$ cat config.mk
export PLATFORM = sky130hd
export DESIGN_NAME = cluster_chunk_loader_flat
export DESIGN_NICKNAME = d
export VERILOG_FILES = /design/src/rtl/cluster_chunk_loader_if.sv /design/src/rtl/cluster_chunk_loader.sv /design/src/flat_wrapper.sv
export SDC_FILE = /design/constraint.sdc
export NUM_CORES = 1
export LEC_CHECK = 0
export BUFFER_PORTS_ARGS = -buffer_cell sky130_fd_sc_hd__buf_2
export CORE_ASPECT_RATIO = 1.25
export CORE_MARGIN = 2
export CORE_UTILIZATION = 45
export CTS_CLUSTER_SIZE = 14
export DETAILED_ROUTE_END_ITERATION = 16
export GPL_TIMING_DRIVEN = 0
export HOLD_SLACK_MARGIN = 0.15
export PLACE_DENSITY = 0.78
export SKIP_LAST_GASP = 1
export SLEW_MARGIN = 10
export SYNTH_ARGS = -nofsm -noshare
export SYNTH_HDL_FRONTEND = slang
export SYNTH_SLANG_ARGS = --single-unit
$ cat constraint.sdc
create_clock -name clk_i -period 3.2 [get_ports clk_i]
set_input_delay 0.32 -clock clk_i [delete_from_list [all_inputs] [get_ports clk_i]]
set_output_delay 0.32 -clock clk_i [all_outputs]
set_load 0.05 [all_outputs]
$ cat src/rtl/cluster_chunk_loader_if.sv
// ============================================================================
// Module  : cluster_chunk_loader_if
// Purpose : Command, memory-read and cluster-write signals of the chunk loader.
// Rev     : 1.0  initial release
// ============================================================================
`default_nettype none

interface cluster_chunk_loader_if #(
    parameter int BUS_SIZE      = 32,
    parameter int MEM_SIZE      = 128,
    parameter int CU_NUM        = 4,
    parameter int IFM_CHUNK_NUM = 8,
    parameter int FLT_CHUNK_NUM = 32
);
    localparam int CYC = MEM_SIZE / BUS_SIZE;
    localparam int CW  = $clog2(CYC);
    localparam int IAW = $clog2(IFM_CHUNK_NUM);
    localparam int FAW = $clog2(FLT_CHUNK_NUM);

    logic              cmd_valid_i;
    logic              cmd_ready_o;
    logic [IAW-1:0]    cmd_ifm_chunk_i;
    logic [FAW-1:0]    cmd_flt_base_i;
    logic              cmd_load_flt_i;
    logic [IAW-1:0]    mem_ifm_rd_chunk_o;
    logic [CW-1:0]     mem_ifm_rd_dat_o;
    logic [FAW-1:0]    mem_flt_rd_chunk_o;
    logic [CW-1:0]     mem_flt_rd_dat_o;
    logic              ifm_wr_valid_o;
    logic [CW-1:0]     ifm_wr_count_o;
    logic              ifm_wr_sel_o;
    logic              ifm_rd_sel_o;
    logic              flt_wr_valid_o;
    logic [CW-1:0]     flt_wr_count_o;
    logic              flt_wr_sel_o;
    logic              flt_rd_sel_o;
    logic [CU_NUM-1:0] flt_wr_chunk_sel_o;
    logic              run_valid_o;
    logic              chunk_start_o;
    logic              chunk_end_i;

    // Loader side
    modport master (
        input  cmd_valid_i, cmd_ifm_chunk_i, cmd_flt_base_i, cmd_load_flt_i, chunk_end_i,
        output cmd_ready_o, mem_ifm_rd_chunk_o, mem_ifm_rd_dat_o, mem_flt_rd_chunk_o,
               mem_flt_rd_dat_o, ifm_wr_valid_o, ifm_wr_count_o, ifm_wr_sel_o, ifm_rd_sel_o,
               flt_wr_valid_o, flt_wr_count_o, flt_wr_sel_o, flt_rd_sel_o,
               flt_wr_chunk_sel_o, run_valid_o, chunk_start_o
    );

    // Command source / memory / cluster side
    modport slave (
        output cmd_valid_i, cmd_ifm_chunk_i, cmd_flt_base_i, cmd_load_flt_i, chunk_end_i,
        input  cmd_ready_o, mem_ifm_rd_chunk_o, mem_ifm_rd_dat_o, mem_flt_rd_chunk_o,
               mem_flt_rd_dat_o, ifm_wr_valid_o, ifm_wr_count_o, ifm_wr_sel_o, ifm_rd_sel_o,
               flt_wr_valid_o, flt_wr_count_o, flt_wr_sel_o, flt_rd_sel_o,
               flt_wr_chunk_sel_o, run_valid_o, chunk_start_o
    );
endinterface

`default_nettype wire

$ cat src/rtl/cluster_chunk_loader.sv
// ============================================================================
// Module  : cluster_chunk_loader
// Purpose : Streams IFM/filter chunks into the idle ping-pong bank, then swaps
//           banks and starts the cluster; next load overlaps the current run.
// Rev     : 1.0  initial release
// ============================================================================
`default_nettype none

module cluster_chunk_loader #(
    parameter int BUS_SIZE      = 32,
    parameter int MEM_SIZE      = 128,
    parameter int CU_NUM        = 4,
    parameter int IFM_CHUNK_NUM = 8,
    parameter int FLT_CHUNK_NUM = 32,
    parameter int RD_LAT        = 1
) (
    input  logic                   clk_i,
    input  logic                   rst_i,
    cluster_chunk_loader_if.master bus
);
    localparam int CYC = MEM_SIZE / BUS_SIZE;
    localparam int CW  = $clog2(CYC);
    localparam int IAW = $clog2(IFM_CHUNK_NUM);
    localparam int FAW = $clog2(FLT_CHUNK_NUM);
    localparam int KW  = (CU_NUM > 1) ? $clog2(CU_NUM) : 1;
    localparam int DW  = (RD_LAT > 1) ? $clog2(RD_LAT) : 1;

    localparam logic [CW-1:0] C_LAST_BEAT  = CW'(CYC - 1);
    localparam logic [KW-1:0] C_LAST_CU    = KW'(CU_NUM - 1);
    localparam logic [DW-1:0] C_LAST_DRAIN = DW'(RD_LAT - 1);

    typedef enum logic [2:0] {
        IDLE   = 3'd0,
        LD_IFM = 3'd1,
        LD_FLT = 3'd2,
        DRAIN  = 3'd3,
        SWAP   = 3'd4
    } state_t;

    state_t                      state_q, state_d;
    logic [CW-1:0]               beat_q, beat_d;
    logic [KW-1:0]               cu_q, cu_d;
    logic [DW-1:0]               drain_q, drain_d;
    logic [IAW-1:0]              ifm_chunk_q, ifm_chunk_d;
    logic [FAW-1:0]              flt_base_q, flt_base_d;
    logic                        load_flt_q, load_flt_d;
    logic                        ifm_sel_q, ifm_sel_d;
    logic                        flt_sel_q, flt_sel_d;
    logic                        busy_q, busy_d;
    logic                        start_q, start_d;
    logic [RD_LAT-1:0]           ifm_v_pipe_q, ifm_v_pipe_d;
    logic [RD_LAT-1:0]           flt_v_pipe_q, flt_v_pipe_d;
    logic [RD_LAT-1:0][CW-1:0]   cnt_pipe_q, cnt_pipe_d;
    logic [RD_LAT-1:0][CU_NUM-1:0] sel_pipe_q, sel_pipe_d;

    logic                        issue_ifm;
    logic                        issue_flt;
    logic [CU_NUM-1:0]           issue_onehot;

    assign issue_ifm    = (state_q == LD_IFM);
    assign issue_flt    = (state_q == LD_FLT);
    assign issue_onehot = issue_flt ? (CU_NUM'(1) << cu_q) : '0;

    always_comb begin
        state_d     = state_q;
        beat_d      = beat_q;
        cu_d        = cu_q;
        drain_d     = drain_q;
        ifm_chunk_d = ifm_chunk_q;
        flt_base_d  = flt_base_q;
        load_flt_d  = load_flt_q;
        ifm_sel_d   = ifm_sel_q;
        flt_sel_d   = flt_sel_q;
        busy_d      = busy_q;
        start_d     = 1'b0;

        if (busy_q && bus.chunk_end_i) begin
            busy_d = 1'b0;
        end

        case (state_q)
            IDLE: begin
                if (bus.cmd_valid_i) begin
                    ifm_chunk_d = bus.cmd_ifm_chunk_i;
                    flt_base_d  = bus.cmd_flt_base_i;
                    load_flt_d  = bus.cmd_load_flt_i;
                    beat_d      = '0;
                    state_d     = LD_IFM;
                end
            end
            LD_IFM: begin
                if (beat_q == C_LAST_BEAT) begin
                    beat_d  = '0;
                    cu_d    = '0;
                    drain_d = '0;
                    state_d = load_flt_q ? LD_FLT : DRAIN;
                end else begin
                    beat_d = beat_q + CW'(1);
                end
            end
            LD_FLT: begin
                if (beat_q == C_LAST_BEAT) begin
                    beat_d = '0;
                    if (cu_q == C_LAST_CU) begin
                        cu_d    = '0;
                        state_d = DRAIN;
                    end else begin
                        cu_d = cu_q + KW'(1);
                    end
                end else begin
                    beat_d = beat_q + CW'(1);
                end
            end
            DRAIN: begin
                if (drain_q == C_LAST_DRAIN) begin
                    drain_d = '0;
                    state_d = SWAP;
                end else begin
                    drain_d = drain_q + DW'(1);
                end
            end
            SWAP: begin
                // busy is registered, so an end-of-run pulse frees the swap one cycle later
                if (!busy_q) begin
                    ifm_sel_d = ~ifm_sel_q;
                    if (load_flt_q) begin
                        flt_sel_d = ~flt_sel_q;
                    end
                    start_d = 1'b1;
                    busy_d  = 1'b1;
                    state_d = IDLE;
                end
            end
            default: state_d = IDLE;
        endcase
    end

    // Write side replays the issue side RD_LAT cycles later so data n lands with count n
    always_comb begin
        ifm_v_pipe_d    = ifm_v_pipe_q;
        flt_v_pipe_d    = flt_v_pipe_q;
        cnt_pipe_d      = cnt_pipe_q;
        sel_pipe_d      = sel_pipe_q;
        ifm_v_pipe_d[0] = issue_ifm;
        flt_v_pipe_d[0] = issue_flt;
        cnt_pipe_d[0]   = beat_q;
        sel_pipe_d[0]   = issue_onehot;
        for (int i = 1; i < RD_LAT; i++) begin
            ifm_v_pipe_d[i] = ifm_v_pipe_q[i-1];
            flt_v_pipe_d[i] = flt_v_pipe_q[i-1];
            cnt_pipe_d[i]   = cnt_pipe_q[i-1];
            sel_pipe_d[i]   = sel_pipe_q[i-1];
        end
    end

    always_ff @(posedge clk_i or negedge rst_i) begin
        if (!rst_i) begin
            state_q      <= IDLE;
            beat_q       <= '0;
            cu_q         <= '0;
            drain_q      <= '0;
            ifm_chunk_q  <= '0;
            flt_base_q   <= '0;
            load_flt_q   <= 1'b0;
            ifm_sel_q    <= 1'b0;
            flt_sel_q    <= 1'b0;
            busy_q       <= 1'b0;
            start_q      <= 1'b0;
            ifm_v_pipe_q <= '0;
            flt_v_pipe_q <= '0;
            cnt_pipe_q   <= '0;
            sel_pipe_q   <= '0;
        end else begin
            state_q      <= state_d;
            beat_q       <= beat_d;
            cu_q         <= cu_d;
            drain_q      <= drain_d;
            ifm_chunk_q  <= ifm_chunk_d;
            flt_base_q   <= flt_base_d;
            load_flt_q   <= load_flt_d;
            ifm_sel_q    <= ifm_sel_d;
            flt_sel_q    <= flt_sel_d;
            busy_q       <= busy_d;
            start_q      <= start_d;
            ifm_v_pipe_q <= ifm_v_pipe_d;
            flt_v_pipe_q <= flt_v_pipe_d;
            cnt_pipe_q   <= cnt_pipe_d;
            sel_pipe_q   <= sel_pipe_d;
        end
    end

    assign bus.cmd_ready_o        = (state_q == IDLE);
    assign bus.mem_ifm_rd_chunk_o = issue_ifm ? ifm_chunk_q : '0;
    assign bus.mem_ifm_rd_dat_o   = issue_ifm ? beat_q : '0;
    // Filter chunk index wraps modulo FLT_CHUNK_NUM through natural truncation
    assign bus.mem_flt_rd_chunk_o = issue_flt ? (flt_base_q + FAW'(cu_q)) : '0;
    assign bus.mem_flt_rd_dat_o   = issue_flt ? beat_q : '0;
    assign bus.ifm_wr_valid_o     = ifm_v_pipe_q[RD_LAT-1];
    assign bus.ifm_wr_count_o     = cnt_pipe_q[RD_LAT-1];
    assign bus.ifm_wr_sel_o       = ifm_sel_q;
    assign bus.ifm_rd_sel_o       = ~ifm_sel_q;
    assign bus.flt_wr_valid_o     = flt_v_pipe_q[RD_LAT-1];
    assign bus.flt_wr_count_o     = cnt_pipe_q[RD_LAT-1];
    assign bus.flt_wr_sel_o       = flt_sel_q;
    assign bus.flt_rd_sel_o       = ~flt_sel_q;
    assign bus.flt_wr_chunk_sel_o = sel_pipe_q[RD_LAT-1];
    assign bus.run_valid_o        = busy_q;
    assign bus.chunk_start_o      = start_q;

endmodule

`default_nettype wire

$ cat src/flat_wrapper.sv
// flat-port wrapper written by rule: the top's interface ports become plain ports
module cluster_chunk_loader_flat 
#(
    parameter int BUS_SIZE      = 32,
    parameter int MEM_SIZE      = 128,
    parameter int CU_NUM        = 4,
    parameter int IFM_CHUNK_NUM = 8,
    parameter int FLT_CHUNK_NUM = 32,
    parameter int RD_LAT        = 1
)
  (clk_i, rst_i, bus_cmd_valid_i, bus_cmd_ifm_chunk_i, bus_cmd_flt_base_i, bus_cmd_load_flt_i, bus_chunk_end_i, bus_cmd_ready_o, bus_mem_ifm_rd_chunk_o, bus_mem_ifm_rd_dat_o, bus_mem_flt_rd_chunk_o, bus_mem_flt_rd_dat_o, bus_ifm_wr_valid_o, bus_ifm_wr_count_o, bus_ifm_wr_sel_o, bus_ifm_rd_sel_o, bus_flt_wr_valid_o, bus_flt_wr_count_o, bus_flt_wr_sel_o, bus_flt_rd_sel_o, bus_flt_wr_chunk_sel_o, bus_run_valid_o, bus_chunk_start_o);
  cluster_chunk_loader_if #(.BUS_SIZE(BUS_SIZE), .MEM_SIZE(MEM_SIZE), .CU_NUM(CU_NUM), .IFM_CHUNK_NUM(IFM_CHUNK_NUM), .FLT_CHUNK_NUM(FLT_CHUNK_NUM)) bus_i ();
  input  logic clk_i;
  input  logic rst_i;
  input wire logic [$bits(bus_i.cmd_valid_i)-1:0] bus_cmd_valid_i;
  input wire logic [$bits(bus_i.cmd_ifm_chunk_i)-1:0] bus_cmd_ifm_chunk_i;
  input wire logic [$bits(bus_i.cmd_flt_base_i)-1:0] bus_cmd_flt_base_i;
  input wire logic [$bits(bus_i.cmd_load_flt_i)-1:0] bus_cmd_load_flt_i;
  input wire logic [$bits(bus_i.chunk_end_i)-1:0] bus_chunk_end_i;
  output wire logic [$bits(bus_i.cmd_ready_o)-1:0] bus_cmd_ready_o;
  output wire logic [$bits(bus_i.mem_ifm_rd_chunk_o)-1:0] bus_mem_ifm_rd_chunk_o;
  output wire logic [$bits(bus_i.mem_ifm_rd_dat_o)-1:0] bus_mem_ifm_rd_dat_o;
  output wire logic [$bits(bus_i.mem_flt_rd_chunk_o)-1:0] bus_mem_flt_rd_chunk_o;
  output wire logic [$bits(bus_i.mem_flt_rd_dat_o)-1:0] bus_mem_flt_rd_dat_o;
  output wire logic [$bits(bus_i.ifm_wr_valid_o)-1:0] bus_ifm_wr_valid_o;
  output wire logic [$bits(bus_i.ifm_wr_count_o)-1:0] bus_ifm_wr_count_o;
  output wire logic [$bits(bus_i.ifm_wr_sel_o)-1:0] bus_ifm_wr_sel_o;
  output wire logic [$bits(bus_i.ifm_rd_sel_o)-1:0] bus_ifm_rd_sel_o;
  output wire logic [$bits(bus_i.flt_wr_valid_o)-1:0] bus_flt_wr_valid_o;
  output wire logic [$bits(bus_i.flt_wr_count_o)-1:0] bus_flt_wr_count_o;
  output wire logic [$bits(bus_i.flt_wr_sel_o)-1:0] bus_flt_wr_sel_o;
  output wire logic [$bits(bus_i.flt_rd_sel_o)-1:0] bus_flt_rd_sel_o;
  output wire logic [$bits(bus_i.flt_wr_chunk_sel_o)-1:0] bus_flt_wr_chunk_sel_o;
  output wire logic [$bits(bus_i.run_valid_o)-1:0] bus_run_valid_o;
  output wire logic [$bits(bus_i.chunk_start_o)-1:0] bus_chunk_start_o;
  assign bus_i.cmd_valid_i = bus_cmd_valid_i;
  assign bus_i.cmd_ifm_chunk_i = bus_cmd_ifm_chunk_i;
  assign bus_i.cmd_flt_base_i = bus_cmd_flt_base_i;
  assign bus_i.cmd_load_flt_i = bus_cmd_load_flt_i;
  assign bus_i.chunk_end_i = bus_chunk_end_i;
  assign bus_cmd_ready_o = bus_i.cmd_ready_o;
  assign bus_mem_ifm_rd_chunk_o = bus_i.mem_ifm_rd_chunk_o;
  assign bus_mem_ifm_rd_dat_o = bus_i.mem_ifm_rd_dat_o;
  assign bus_mem_flt_rd_chunk_o = bus_i.mem_flt_rd_chunk_o;
  assign bus_mem_flt_rd_dat_o = bus_i.mem_flt_rd_dat_o;
  assign bus_ifm_wr_valid_o = bus_i.ifm_wr_valid_o;
  assign bus_ifm_wr_count_o = bus_i.ifm_wr_count_o;
  assign bus_ifm_wr_sel_o = bus_i.ifm_wr_sel_o;
  assign bus_ifm_rd_sel_o = bus_i.ifm_rd_sel_o;
  assign bus_flt_wr_valid_o = bus_i.flt_wr_valid_o;
  assign bus_flt_wr_count_o = bus_i.flt_wr_count_o;
  assign bus_flt_wr_sel_o = bus_i.flt_wr_sel_o;
  assign bus_flt_rd_sel_o = bus_i.flt_rd_sel_o;
  assign bus_flt_wr_chunk_sel_o = bus_i.flt_wr_chunk_sel_o;
  assign bus_run_valid_o = bus_i.run_valid_o;
  assign bus_chunk_start_o = bus_i.chunk_start_o;
  cluster_chunk_loader #(.BUS_SIZE(BUS_SIZE), .MEM_SIZE(MEM_SIZE), .CU_NUM(CU_NUM), .IFM_CHUNK_NUM(IFM_CHUNK_NUM), .FLT_CHUNK_NUM(FLT_CHUNK_NUM), .RD_LAT(RD_LAT)) u_core (.clk_i(clk_i), .rst_i(rst_i), .bus(bus_i));
endmodule
==> metrics.md <==
| Metric | Value |
|---|---|
| FP Rows | `22` |
| Final setup vio count | `0` |
| Ys async rst share | `100.0%` |
| Number of max-cap violations | `0` |
| Vias in the first global route | `1071` |
| Post-synthesis sequential area ratio | `50.27%` |
| Total number of yosys warnings | `0` |
| Status | `finished clean` |
| Critical R2R Capture | `u_core.flt_base_q[4]` |
| Die Area | `0.003562 mm^2` |
| Core Footprint | `0.002945 mm^2` |
| Clk Latency, worst-skew pair | `0.33 ns` |
| WL per Instance | `13.33 um` |
| Crit path DAT | `2.35 ns` |
| Layout cells sized above 1 | `31.79%` |
| Initial Util | `47.32%` |
| Clock Pin Slew Worst Setup and Hold Paths | `0.15 ns` |
| Inserted Clock Buffers | `3` |
| Grt total ovfl | `0` |
| IO Count | `42` |
| Flop-to-flop setup slack | `1.57 ns` |
| Final core occ | `57.39%` |
| Wirelength, routed | `2.786 mm` |
| Slew @ Worst Pin | `0.5973 ns` |
| Setup bufs post-CTS | `0` |
| GRT Overall Usage | `17.90%` |
| Antenna diodes | `0` |
| Area delta synth->final | `21.27%` |
| Setup TNS | `0 ns` |
| Post-synthesis register bit count | `28` |
| F_max | `374.4 MHz` |
| Post-Syn Area per Cell | `10.98 um^2` |
| Crit path kind | `reg -> out` |
| EDFF count, synth | `0` |
| Unrepaired setup endpoints after global routing | `no` |
| Final min period | `2.671 ns` |
| Die H | `66.23 um` |
| Worst reg2reg path startpoint | `u_core.state_q[0]` |
| Initial drt markers | `25` |
| Worst R2R Path Depth | `3` |
| Worst setup path endpoint | `bus_mem_flt_rd_chunk_o[4]` |
| Worst setup path startpoint | `u_core.cu_q[0]` |
| Critical Path End Type | `primary output` |
| DRC | `0` |
| CTS Sinks | `28` |
| Fin area | `0.001690 mm^2` |
| CTS max path bufs | `2` |
| Port bufs | `41` |
| Vias | `1099` |
| Vias per Instance | `5.258` |
| Largest net degree at the start of global routing | `29` |
| CTS tree | `done` |
| Gate Count Post-Synth | `127` |
| Detail Route Antenna Nets | `0` |
| DP Wirelength | `2.159 mm` |
| Final Hold Violating Endpoints | `0` |
| Syn nets | `148` |
| CP Launch Type | `flip-flop` |
| Initial antenna violation count | `0` |
| # H-tree levels | `1` |
| Final period utilization | `83.47%` |
| Worst clock skew | `0.005973 ns` |
| CP Max Fanout | `7` |
| Gates resized, CTS repair | `0` |
| TritonRoute pass-1 iters | `4` |
| Slew HR | `60.18%` |
| Synth cell types | `38` |
| HP Class | `in -> reg` |
| Die Wd | `53.78 um` |
| Placer Congestion | `0.7518` |
| Root buf cell | `clkbuf_4` |
| Synth Cell Area | `0.001394 mm^2` |
| Nets | `195` |
| Slew Viols, Final | `0` |
| First-pass GRT wire length | `4.705 mm` |
| Placed instance area | `0.001644 mm^2` |
| Req. time, crit path | `2.88 ns` |
| Main synth FF type | `dfrtp_1` |
-- metal layers --
metal | vias up | share of wire [%] | track usage [%]
met5 | - | 0 | 0
met4 | 0 | 2.6 | 9.295
met3 | 8 | 5.9 | 2.715
met2 | 50 | 54 | 31.71
met1 | 521 | 38 | 19.82
li1 | 520 | - | -
-- how the worst min path moves through the flow --
| stage | startpoint | to | slack [ns] | cells after the start |
|---|---|---|---|---|
| floorplan | rst_i | u_core.beat_q[0] | 0.02 | 0 |
| global placement | rst_i | u_core.ifm_chunk_q[2] | 0.35 | 1 |
| detailed placement | rst_i | u_core.ifm_chunk_q[2] | 0.36 | 1 |
| CTS | bus_cmd_flt_base_i[0] | u_core.flt_base_q[0] | 0.19 | 2 |
| global route | bus_cmd_flt_base_i[2] | u_core.flt_base_q[2] | 0.19 | 3 |
| finish | bus_cmd_load_flt_i | u_core.load_flt_q | 0.20 | 2 |
-- critical path, stage by stage, from the launching register on --
cell and delay [ns]:
dfrtp_1 0.49, ha_1 0.21, inv_1 0.06, fa_1 0.46
or3_1 0.38, a21oi_1 0.14, buf_2 0.28
-- repair_timing --
| item | 4_1_cts | 5_1_grt |
|---|---|---|
| hold buffers | 1 | 0 |
| hold endpoints to repair | 28 | 0 |
| endpoints found under the setup margin | 0 | 0 |
-- metrics by stage --
step                worst slack (ns)  hold slack, ns  std cells
global placement              0.9403          0.3546        204
global route                  0.3661          0.1876        209
CTS                           0.5107          0.1920        209
finish                        0.5290          0.1967        209
floorplan                     0.6260         0.02441        127
detailed placement            0.9020          0.3623        204
-- cell type report --
class	count	area (um^2)
timing repair buffer	42	215.2
inverter	10	37.54
sequential	28	700.7
clock buffer	4	36.28
multi-input combinational	83	619.3
buffer	6	36.28
fill	235	1255
tap	36	45.04
-- synthesized netlist by cell type, types with 2 or more instances --
| master | instances | area (um^2) |
|---|---|---|
| ha_1 | 7 | 87.58 |
| or3_1 | 2 | 12.51 |
| a21oi_1 | 5 | 25.02 |
| mux2_1 | 6 | 67.56 |
| buf_4 | 3 | 22.52 |
| nand3_1 | 2 | 10.01 |
| nor4bb_1 | 2 | 20.02 |
| xnor2_1 | 2 | 17.52 |
| nand2_1 | 10 | 37.54 |
| nor4b_2 | 2 | 30.03 |
| nand2b_1 | 2 | 12.51 |
| nor2_1 | 4 | 15.01 |
| and2_1 | 13 | 81.33 |
| buf_2 | 2 | 10.01 |
| o21ai_0 | 7 | 35.03 |
| dfrtp_1 | 28 | 700.7 |
| inv_1 | 9 | 33.78 |
-- cell families (layout without fill, tap and decap cells) --
family	Yosys count	in the layout	synth area share [%]
buf+inv	16	62	5.295
fa+ha+maj	8	8	7.720
flops	28	28	50.27
mux	7	7	5.655
compound gates	20	20	8.797
xor+xnor	3	3	1.885
simple gates	45	45	20.38
-- cell usage in the layout (no fill, tap or decap), types with 3 or more instances in the layout --
cell	instances
dfrtp_1	28
and2_1	13
o21ai_0	7
ha_1	7
nand2_1	10
nor2_1	4
inv_1	9
clkbuf_4	3
a21oi_1	5
buf_2	43
mux2_1	6
buf_4	3
-- flip-flops by register name, summed over array words and instances (netlist names) --
signal,count
u_core.bus.flt_wr_count_o,2
u_core.bus.ifm_wr_sel_o,1
u_core.load_flt_q,1
u_core.ifm_chunk_q,3
u_core.bus.flt_wr_valid_o,1
u_core.state_q,3
u_core.bus.flt_wr_sel_o,1
u_core.bus.ifm_wr_valid_o,1
u_core.flt_base_q,5
u_core.bus.chunk_start_o,1
u_core.beat_q,2
u_core.bus.flt_wr_chunk_sel_o,4
u_core.bus.run_valid_o,1
u_core.cu_q,2
Power is left out: the tool's default activity adds up to more than one toggle a clock period on the data nets, which glitch-free logic cannot reach.
